File: config.mk
export PLATFORM = sky130hd
export DESIGN_NAME = tug_press_gen
export DESIGN_NICKNAME = d
export VERILOG_FILES = /design/src/rtl/tug_press_gen.sv
export SDC_FILE = /design/constraint.sdc
export NUM_CORES = 1
export LEC_CHECK = 0
export BUFFER_PORTS_ARGS = -buffer_cell sky130_fd_sc_hd__buf_2
export CORE_MARGIN = 2
export CORE_UTILIZATION = 47
export DETAILED_ROUTE_END_ITERATION = 8
export PLACE_DENSITY = 0.72
export SYNTH_ARGS = -nofsm -noshare
export SYNTH_HDL_FRONTEND = slang
export SYNTH_SLANG_ARGS = --single-unit
File: constraint.sdc
create_clock -name clk -period 2.2 [get_ports clk]
set_clock_uncertainty 0.1 [all_clocks]
set_input_delay 0.44 -clock clk [delete_from_list [all_inputs] [get_ports clk]]
set_output_delay 0.44 -clock clk [all_outputs]
set_load 0.05 [all_outputs]
File: src/rtl/tug_press_gen.sv
// Tug-of-war player input front end: synchronize, debounce and pulse-shape two buttons into L/R strobes.
// Optional computer opponent on the right player when TUG_CPU_PLAYER_EN is defined.
module tug_press_gen #(
  parameter int DEBOUNCE = 4,
  parameter int LFSR_W   = 10
) (
  input  logic              clk,
  input  logic              reset,
  input  logic              key_l_n,
  input  logic              key_r_n,
  input  logic              game_over,
  input  logic              cpu_en,
  input  logic [LFSR_W-1:0] cpu_level,
  output logic              L,
  output logic              R
);

  // state        | meaning
  // ST_IDLE      | released and armed, next press gives a strobe
  // ST_HELD      | press already consumed, waiting for release
  // ST_RELEASING | release seen, counting stable released samples
  localparam logic [1:0] ST_IDLE      = 2'd0;
  localparam logic [1:0] ST_HELD      = 2'd1;
  localparam logic [1:0] ST_RELEASING = 2'd2;

  localparam int CW = $clog2(DEBOUNCE) + 1;
  localparam logic [CW-1:0] CNT_LAST = CW'(DEBOUNCE - 1);
  localparam logic [CW-1:0] CNT_ONE  = CW'(1);

  // index 0 = left player, index 1 = right player
  logic [1:0]          raw_p;
  logic [1:0]          sync1;
  logic [1:0]          sync2;
  logic [1:0][1:0]     state;
  logic [1:0][CW-1:0]  cnt;
  logic [1:0]          req;
  logic                r_src;

  assign raw_p = {~key_r_n, ~key_l_n};

  // Synchronizers reset to "pressed" so a key held through reset is treated as already consumed.
  always_ff @(posedge clk) begin
    if (reset) begin
      sync1 <= 2'b11;
      sync2 <= 2'b11;
    end else begin
      sync1 <= raw_p;
      sync2 <= sync1;
    end
  end

  always_comb begin
    req = '0;
    for (int i = 0; i < 2; i++) begin
      req[i] = (state[i] == ST_IDLE) && sync2[i];
    end
  end

  always_ff @(posedge clk) begin
    for (int i = 0; i < 2; i++) begin
      if (reset) begin
        state[i] <= ST_HELD;
        cnt[i]   <= '0;
      end else begin
        case (state[i])
          ST_IDLE: begin
            if (sync2[i]) state[i] <= ST_HELD;
          end
          ST_HELD: begin
            if (!sync2[i]) begin
              state[i] <= ST_RELEASING;
              cnt[i]   <= '0;
            end
          end
          ST_RELEASING: begin
            if (sync2[i]) begin
              state[i] <= ST_HELD;
            end else if (cnt[i] == CNT_LAST) begin
              state[i] <= ST_IDLE;
            end else begin
              cnt[i] <= cnt[i] + CNT_ONE;
            end
          end
          default: state[i] <= ST_HELD;
        endcase
      end
    end
  end

`ifdef TUG_CPU_PLAYER_EN
  logic [LFSR_W-1:0] lfsr;

  // Free-running, including during game_over, so the opponent pattern keeps evolving.
  always_ff @(posedge clk) begin
    if (reset) begin
      lfsr <= '1;
    end else begin
      lfsr <= {lfsr[LFSR_W-2:0], lfsr[9] ^ lfsr[6]};
    end
  end

  assign r_src = cpu_en ? (lfsr < cpu_level) : req[1];
`else
  logic unused_cpu;
  assign unused_cpu = ^{cpu_en, cpu_level};
  assign r_src      = req[1];
`endif

  always_ff @(posedge clk) begin
    if (reset) begin
      L <= 1'b0;
      R <= 1'b0;
    end else begin
      L <= req[0] & ~game_over;
      R <= r_src & ~game_over;
    end
  end

endmodule
---- Word level (Yosys, flattened, before mapping) ----
Index checks and enable logic that the tools add are counted.
storage, ports and cells
  output and inout port bits .............. 2
  register bits ........................... 16
  word-level logic and storage cells ...... 59
operators by class
  reductions and logical operators ........ 10
  bitwise logic cells ..................... 5
  muxes and demuxes ....................... 18
  add/subtract/negate cells ............... 2
  equal/unequal tests ..................... 16
operators with widths
  kind                   count
  $mux W3                6
  $mux W2                8
  $ne A2 B2 Y1 const B   8
  $pmux W2 S3            2
  $pmux W3 S2            2
  $reduce_and A4 Y1      2
  $add A3 B1 Y3 const B  2
  $eq A3 B2 Y1 const B   2
  $ne A3 B3 Y1 const B   2
  $reduce_and A3 Y1      2
  $eq A2 B1 Y1 const B   2
  $eq A2 B2 Y1 const B   2
  $logic_not A2 Y1       2
  $reduce_bool A2 Y1     2
  $not A1 Y1             3
  $and A1 B1 Y1          2
  $logic_and A1 B1 Y1    2

---- Logic depth before layout (Yosys ltp) ----
Gate-level depths: netlist of run 1.
  depth after elaboration ................. 4
  mapped depth ............................ 5
  mapped depth without buffers ............ 5

---- Worst setup path after synthesis of run 1 ----
Ideal clock, no wire load.
  path type ............................... flip-flop to flip-flop
  start point ............................. register cnt[3] in the netlist's numbering
  end point ............................... register cnt[4] in the netlist's numbering
  slack ................................... 524 ps
  setup time .............................. 92 ps
  arrival ................................. 1484 ps
  buffers on the path ..................... 0
  data required time ...................... 2008 ps
  stages on the path, launching flop included .. 6
  cells stage by stage .................... dfxtp_1 -> ha_1 -> ha_1 -> or3b_1 -> or3_4 -> o32ai_1
between the ends
  longest elaborated chain between the ends .. 4
  elaborated cells on any way between the ends .. 7
RTL lines
  what                              RTL line  source
  start: declaration                35        logic [1:0][CW-1:0] cnt;
  start signal: indexed assignment  81        cnt[i] <= cnt[i] + CNT_ONE;
  $add A3 B1 Y3                     81
  $mux W3                           78        end else if (cnt[i] == CNT_LAST) begin
  $mux W3                           76        if (sync2[i]) begin
  $pmux W3 S2                       65        case (state[i])
Several ways; a longest one is shown, not always the timed one. The select of a mux whose other input is x is not followed.
A chain may end at the register's enable or synchronous reset.

---- Worst setup path in the final report of run 1 ----
Ends and elaborated chain as after synthesis.

==> impl_metrics.env, run 1 <==
export IMPL_fin_crit_sh_pct=80.9
export IMPL_pwr_density_cell_nw_per_um2=677
export IMPL_fmaxAchievable_ghz=0.562
export IMPL_required_ns=2.28
export IMPL_rsz0062_at_grt="no"
export IMPL_timing_final_ws_setup_ns=0.419
export IMPL_clock_sinks=16
export IMPL_cellLeakagePower_nw=0.267
export IMPL_drive_gt1_share_pct=22.4
export IMPL_coreArea_um2=1250
export IMPL_drc_errors=0
export IMPL_cts_repair_resized=0
export IMPL_ys_seq_elements=16
export IMPL_hpwl_um=610
export IMPL_start_util_pct=49.1
export IMPL_fin_setup_tns_ns=0
export IMPL_clkTransAtPathRegs_ns=0.09
export IMPL_path_class="flop to flop"
export IMPL_fin_crit_ns=1.78
export IMPL_synthTopCellsByCount="16 x dfxtp_1, 7 x nand2b_1, 5 x inv_1"
export IMPL_tritoncts="built"
export IMPL_dp_cells=79
export IMPL_nNetsFinal=89
export IMPL_final_setup_viol_count=0
export IMPL_htreeDepth=1
export IMPL_yosysSeqAreaShare_pct=52.1
export IMPL_syn_area_um2=614
export IMPL_syn_avg_cell_area_um2=10.4
export IMPL_synth_nets=79
export IMPL_worst_pin_slew_ns=0.313
export IMPL_dieArea_um2=1610
export IMPL_gr_max_usage_layer="met1"
export IMPL_clock_latency_ns=0.27
export IMPL_gp_congestion=0.747
export IMPL_use_met2_pct=18.1
export IMPL_relSlewSlack_pct=79.2
export IMPL_vias=404
export IMPL_cts_hold_buffers_added=0
export IMPL_syn_to_final_growth_pct=11.0
export IMPL_synth_top_cell_area_share_pct=52.1
export IMPL_synth_warnings=0
export IMPL_max_cap_viol_count=0
export IMPL_yosysMostFrequentCell="dfxtp_1"
export IMPL_syn_instance_count=59
export IMPL_vias_per_cell=4.93
export IMPL_wl_um=819
export IMPL_grt_usage_pct=13.9
export IMPL_cp_start_kind="flop"
export IMPL_clockBufferDepth=2
export IMPL_whs_ns=0.219
export IMPL_grt_max_degree=15
export IMPL_overflow=0
export IMPL_first_iter_violations=7
export IMPL_fin_util_pct=54.4
export IMPL_cp_arrival_ns=1.86
export IMPL_ys_flop_type="dfxtp_1"
export IMPL_ir_worst_vdd_uv=417
export IMPL_post_drt_wl_per_cell_um=9.99
export IMPL_grt_pass1_vias=337
export IMPL_num_rows=13
export IMPL_crit_fanout=3
export IMPL_antenna_found_initial=0
export IMPL_pre_cts_ws_ns=0.432
export IMPL_global_route_usage_met3_pct=1.67
export IMPL_die_x_um=40.2
export IMPL_io_pins=18
export IMPL_synth_top_cell_by_area="dfxtp_1"
export IMPL_synth_edff_count=0
export IMPL_die_y_um=40.2
export IMPL_cts_buffers=3
export IMPL_status="finished clean"
export IMPL_worstSetupEndpointType="flop"
export IMPL_synth_distinct_cells=21
export IMPL_diodes=0
export IMPL_first_pass_iters=2
export IMPL_io_buffers=6
export IMPL_clock_root_buffer="clkbuf_4"
export IMPL_post_cts_repair_setup_buffers=0
export IMPL_finalHoldViolCount=0
export IMPL_async_reset_ff_share_pct=0
export IMPL_synthTopCellsByArea="dfxtp_1 52%, ha_1 8.1%, nand2b_1 7.1%"
export IMPL_grt_pass1_wl_um=1430
export IMPL_antenna_left=0
export IMPL_slew_violations=0
export IMPL_met1_usage_pct=19.4
export IMPL_hold_path_class="input pin to flop"
export IMPL_fin_cells=82
## flip-flops by register name, summed over array words and instances (netlist names)
name	cells
cnt	6
sync1	2
L	1
R	1
sync2	2
state	4
## routing by layer
metal	wire length (um)	up-vias	part of all wire (%)
met5	0	-	0
li1	-	224	-
met2	340	4	42
met3	20	2	2.4
met1	444	174	54
met4	14	0	1.7
## final cells by class
cell class	instances	area, um^2
Sequential cell	16	320
Timing Repair Buffer	6	30.0
Inverter	5	18.8
Fill cell	111	571
Multi-Input combinational cell	37	272
Tap cell	15	18.8
Clock buffer	3	22.5
## cells in the final DEF (no fill, tap or decap), drive strengths merged, types with 2 or more instances in the layout
master	synthesis	layout
or3b	2	2
ha	4	4
o22ai	2	2
dfxtp	16	16
buf	0	6
nand2	3	3
nor2	2	2
or2	3	3
nand2b	7	7
nor4b	2	2
o32ai	3	3
inv	5	5
clkbuf	1	3
a21oi	3	3
## worst max-delay path, cell delays in order, from the launching register on
cell,delay (ns)
dfxtp_1,0.34
ha_1,0.20
ha_1,0.20
or3b_1,0.37
or3_4,0.35
o32ai_1,0.13
## final timing paths
path	from	endpoint	slack, ns	cells after the start
max reg2reg	cnt[3]	cnt[4]	0.42	5
max	cnt[3]	cnt[4]	0.42	5
min	key_l_n	sync1[0]	0.22	2
min reg2reg	sync1[1]	sync2[1]	0.31	1
## where the power goes
group	switching [W]	leakage [nW]	internal (W)
Clock	0.0000813	0.0138	0.0000633
Combinational	0.00000933	0.123	0.00000911
Sequential	0.00000381	0.130	0.000295
## metrics by stage
step / instance area (um^2) / power (W)
global placement: 659 / 0.000324
floorplan: 614 / 0.000317
detailed placement: 659 / 0.000324
CTS: 682 / 0.000469
finish: 682 / 0.000462
global route: 682 / 0.000482
## logic make-up (layout without fill, tap and decap cells)
kind of cell	after synthesis	in the layout	synth area share (%)
compound gates	11	11	13.2
fa+ha+maj	4	4	8.15
buf+inv	6	14	3.67
flops	16	16	52.1
simple gates	22	22	22.8
(Power assumes the default switching activity.)
==> run 2: changes to the inputs <==
==> constraint.sdc (replaced) <==
create_clock -name clk -period 1.8 [get_ports clk]
set_clock_uncertainty 0.1 [all_clocks]
set_input_delay 0.36 -clock clk [delete_from_list [all_inputs] [get_ports clk]]
set_output_delay 0.36 -clock clk [all_outputs]
set_load 0.05 [all_outputs]
==> impl_metrics.env, run 2 (same netlist as run 1, synthesis figures left out) <==
export IMPL_relSlewSlack_pct=83.4
export IMPL_status="finished clean"
export IMPL_dp_cells=79
export IMPL_required_ns=1.90
export IMPL_fin_crit_ns=1.78
export IMPL_num_rows=13
export IMPL_die_x_um=40.2
export IMPL_worst_pin_slew_ns=0.246
export IMPL_pwr_density_cell_nw_per_um2=776
export IMPL_vias_per_cell=4.86
export IMPL_mostFrequentLayoutCells="14 x dfxtp_1, 7 x nand2b_1, 6 x buf_2, 5 x inv_1"
export IMPL_cp_startpoint="cnt[3]"
export IMPL_cellLeakagePower_nw=0.280
export IMPL_first_pass_iters=2
export IMPL_tritoncts="built"
export IMPL_overflow=0
export IMPL_diodes=0
export IMPL_nNetsFinal=91
export IMPL_gp_congestion=0.747
export IMPL_comb_power_share_pct=4.3
export IMPL_crit_fanout=3
export IMPL_post_drt_wl_per_cell_um=10.8
export IMPL_cp_arrival_ns=1.88
export IMPL_largest_register_ffs=6
export IMPL_die_y_um=40.2
export IMPL_regMostFlops="cnt"
export IMPL_max_cap_viol_count=0
export IMPL_fin_crit_sh_pct=98.8
export IMPL_grt_usage_pct=13.9
export IMPL_clock_latency_ns=0.27
export IMPL_p_seq_share_pct=64.6
export IMPL_slew_violations=0
export IMPL_wl_um=909
export IMPL_syn_to_final_growth_pct=18.7
export IMPL_hold_path_class="input pin to flop"
export IMPL_dieArea_um2=1610
export IMPL_cts_hold_buffers_added=0
export IMPL_post_dp_cell_area_um2=659
export IMPL_worstSetupEndpointType="flop"
export IMPL_clockBufferDepth=2
export IMPL_first_iter_violations=2
export IMPL_ir_worst_vdd_uv=509
export IMPL_cp_start_kind="flop"
export IMPL_ff2ff_path_depth=5
export IMPL_antenna_left=0
export IMPL_io_buffers=6
export IMPL_reg2reg_from="cnt[3]"
export IMPL_fmaxAchievable_ghz=0.562
export IMPL_antenna_found_initial=0
export IMPL_r2r_slack_ns=0.02
export IMPL_start_util_pct=49.1
export IMPL_grt_pass1_wl_um=1430
export IMPL_clock_sinks=16
export IMPL_cts_buffers=3
export IMPL_htreeDepth=1
export IMPL_clkPwrFrac_pct=31.1
export IMPL_largestRegisters="cnt (6), state (4)"
export IMPL_clkTransAtPathRegs_ns=0.09
export IMPL_vias=408
export IMPL_finalHoldViolCount=0
export IMPL_switchingPower_w=0.000116
export IMPL_final_setup_viol_count=0
export IMPL_path_class="flop to flop"
export IMPL_fin_cells=84
export IMPL_drive_gt1_share_pct=37.7
export IMPL_p_int_w=0.000450
export IMPL_hpwl_um=610
export IMPL_grt_pass1_vias=337
export IMPL_clock_root_buffer="clkbuf_4"
export IMPL_p_sw_share_pct=20.6
export IMPL_coreArea_um2=1250
export IMPL_hp_start="key_l_n"
export IMPL_grt_max_degree=15
export IMPL_design_area_um2=729
export IMPL_endpoint="cnt[3]"
export IMPL_drc_errors=0
export IMPL_r2r_end="cnt[3]"
export IMPL_final_common_cell="dfxtp_1"
export IMPL_io_pins=18
==> run 2: changes by cell type in the layout (fill, tap and decap cells not counted), sizes merged <==
cell / change
buf: +2
==> run 2: worst min path at each step <==
| stage | to | slack, ns | cells after the start |
|---|---|---|---|
| after floorplan | sync2[0] | 0.29 | 1 |
| after global placement | sync2[0] | 0.29 | 1 |
| after detailed placement | sync2[1] | 0.29 | 1 |
| after CTS | sync1[0] | 0.13 | 2 |
| after global routing | sync1[0] | 0.13 | 2 |
| final | sync1[0] | 0.14 | 2 |
==> run 2: metrics by stage <==
step	util, %	setup slack, ns	total power, W	hold WS, ns	setup TNS [ns]
6_report	58.2	0.0213	0.000566	0.139	0
3_5_place_dp	52.6	0.0321	0.000396	0.293	0
5_1_grt	58.2	-0.0215	0.000592	0.129	-0.0588
4_1_cts	54.4	0.00568	0.000573	0.135	0
2_1_floorplan	-	0.124	0.000388	0.289	0
3_3_place_gp	52.6	0.0644	0.000396	0.291	0
==> run 2: area by class of cell <==
cell class | count | area [um^2]
fill | 109 | 523
sequential | 16 | 323
multi-input combinational | 37 | 302
timing repair buffer | 8 | 45.0
clock buffer | 3 | 22.5
inverter | 5 | 18.8
tap | 15 | 18.8
==> run 2: power by group through the flow <==
stage	combinational [W]	sequential (W)	clock, W
finish	0.0000243	0.000366	0.000176
global route	0.0000279	0.000367	0.000197
CTS	0.0000230	0.000365	0.000185
detailed placement	0.0000229	0.000373	0
global placement	0.0000226	0.000373	0
floorplan	0.0000141	0.000374	0
==> run 2: critical path, cell delays in order (launching register included) <==
cell and delay, ns:
dfxtp_2 0.33, ha_2 0.17, ha_2 0.17, or3b_4 0.38
or3_4 0.42, o22ai_2 0.13
==> run 2: routing by layer <==
layer  share of wire (%)  GRT usage (%)  vias up  wire length (um)
li1                    -              -      230                 -
met1                  50           19.4      172               451
met2                  47           18.1        4               423
met3                 2.2           1.67        2                20
met4                 1.5           12.9        0                14
met5                   0              0        -                 0
==> run 2: timing repair <==
item / in CTS / in global routing
setup endpoints to repair: 0 / 6
setup buffers: 0 / 2
resized for setup: 0 / 9
==> run 3: changes to the inputs <==
--- a/config.mk
+++ b/config.mk
@@ -6,10 +6,11 @@
 export NUM_CORES = 1
 export LEC_CHECK = 0
 export BUFFER_PORTS_ARGS = -buffer_cell sky130_fd_sc_hd__buf_2
-export CORE_MARGIN = 2
-export CORE_UTILIZATION = 47
+export CORE_AREA = 3 3 40 42
 export DETAILED_ROUTE_END_ITERATION = 8
-export PLACE_DENSITY = 0.72
+export DIE_AREA = 0 0 43 45
+export PLACE_DENSITY = 0.7
 export SYNTH_ARGS = -nofsm -noshare
 export SYNTH_HDL_FRONTEND = slang
 export SYNTH_SLANG_ARGS = --single-unit
+export TNS_END_PERCENT = 100
==> constraint.sdc (replaced) <==
create_clock -name clk -period 2.2 [get_ports clk]
set_clock_uncertainty 0.1 [all_clocks]
set_input_delay 0.44 -clock clk [delete_from_list [all_inputs] [get_ports clk]]
set_output_delay 0.44 -clock clk [all_outputs]
set_load 0.05 [all_outputs]
==> impl_metrics.env, run 3 (same netlist as run 1, synthesis figures left out) <==
export IMPL_worst_pin_slew_ns=0.267
export IMPL_coreArea_um2=1280
export IMPL_global_route_usage_met3_pct=3.59
export IMPL_pwr_density_cell_nw_per_um2=729
export IMPL_fin_crit_sh_pct=81.1
export IMPL_antenna_left=0
export IMPL_use_met2_pct=17.4
export IMPL_grt_pass1_vias=356
export IMPL_crit_buf_inv=0
export IMPL_fin_setup_tns_ns=0
export IMPL_die_y_um=45
export IMPL_htreeDepth=1
export IMPL_met1_usage_pct=12.1
export IMPL_final_common_cell="dfxtp_1"
export IMPL_clkTransAtPathRegs_ns=0.09
export IMPL_io_buffers=6
export IMPL_gp_congestion=0.683
export IMPL_fin_crit_ns=1.78
export IMPL_clock_root_buffer="clkbuf_4"
export IMPL_cp_arrival_ns=1.88
export IMPL_crit_fanout=3
export IMPL_slowest_delay_ns=0.38
export IMPL_worstSetupEndpointType="flop"
export IMPL_relSlewSlack_pct=81.9
export IMPL_max_cap_viol_count=0
export IMPL_path_common_cell="ha_1"
export IMPL_fin_util_pct=54.1
export IMPL_cts_buffers=3
export IMPL_antenna_found_initial=0
export IMPL_vias_per_cell=5.18
export IMPL_crit_family="simple AND/OR/NAND/NOR gates"
export IMPL_start_util_pct=47.8
export IMPL_cts_hold_buffers_added=0
export IMPL_dieArea_um2=1940
export IMPL_cp_cell_sequence="ha_1 -> ha_1 -> or3b_1 -> or3_4 -> o32ai_1"
export IMPL_drive_gt1_share_pct=23.5
export IMPL_final_setup_viol_count=0
export IMPL_finalHoldViolCount=0
export IMPL_num_rows=13
export IMPL_grt_max_degree=15
export IMPL_slew_violations=0
export IMPL_clock_sinks=16
export IMPL_overflow=0
export IMPL_grt_pass1_wl_um=1480
export IMPL_mostFrequentLayoutCells="16 x dfxtp_1, 7 x nand2b_1, 6 x buf_2, 5 x inv_1, 4 x ha_1"
export IMPL_wl_um=908
export IMPL_first_pass_iters=4
export IMPL_die_x_um=43
export IMPL_cts_repair_resized=0
export IMPL_diodes=0
export IMPL_gr_max_usage_layer="met2"
export IMPL_post_cts_repair_setup_buffers=0
export IMPL_largestRegisters="cnt (6), state (4)"
export IMPL_cp_slowest_cell="or3b_1"
export IMPL_pre_cts_ws_ns=0.442
export IMPL_syn_to_final_growth_pct=13.2
export IMPL_clock_latency_ns=0.28
export IMPL_cellLeakagePower_nw=0.275
export IMPL_grt_usage_pct=11.2
export IMPL_tritoncts="built"
export IMPL_hpwl_um=669
export IMPL_timing_final_ws_setup_ns=0.415
export IMPL_clockBufferDepth=2
export IMPL_hold_path_class="input pin to flop"
export IMPL_fill_cells=116
export IMPL_drc_errors=0
export IMPL_path_class="flop to flop"
export IMPL_largest_register_ffs=6
export IMPL_nNetsFinal=89
export IMPL_rsz0062_at_grt="no"
export IMPL_post_drt_wl_per_cell_um=10.9
export IMPL_vias=430
export IMPL_io_pins=18
export IMPL_fmaxAchievable_ghz=0.560
export IMPL_ir_worst_vdd_uv=520
export IMPL_required_ns=2.30
export IMPL_regMostFlops="cnt"
export IMPL_cp_start_kind="flop"
export IMPL_first_iter_violations=2
export IMPL_status="finished clean"
-- run 3: cell types whose count changed in the layout (fill, tap and decap cells not counted), sizes merged --
| cell | previous run | this run |
|---|---|---|
| clkbuf | 3 | 4 |
| buf | 8 | 6 |
-- run 3: path summary, 6_finish.rpt --
kind / startpoint / end / slack [ns] / cells past startpoint
min: key_r_n / sync1[1] / 0.21 / 2
max: cnt[3] / cnt[5] / 0.42 / 5
max reg2reg: cnt[3] / cnt[5] / 0.42 / 5
min reg2reg: sync1[1] / sync2[1] / 0.32 / 1
-- run 3: layer usage --
layer  routed length (um)  vias to the layer above
met5                    0                        -
met4                   34                        0
met3                   32                        4
met2                  413                        9
met1                  428                      193
li1                     -                      224
-- run 3: layout make-up --
type,count,area [um^2],share of cell area [%]
Inverter,5,18.8,2.70
Sequential cell,16,320,46.0
Clock buffer,4,36.3,5.22
Timing Repair Buffer,6,30.0,4.32
Tap cell,15,18.8,2.70
Multi-Input combinational cell,37,272,39.0
-- run 3: where the power goes --
group	switching (W)	internal (W)	total, W	leakage [nW]
sequential	0.00000364	0.000295	0.000299	0.130
clock	0.0000890	0.000101	0.000190	0.0210
combinational	0.00000947	0.00000912	0.0000186	0.123
total	0.000102	0.000405	0.000507	0.275
-- run 3: through the flow --
stage               power [W]  cell area [um^2]  cells  hold slack, ns
floorplan            0.000317               614     59           0.289
global placement     0.000324               659     79           0.292
detailed placement   0.000324               659     79           0.295
CTS                  0.000515               696     83           0.203
global route         0.000527               696     83           0.210
finish               0.000507               696     83           0.209
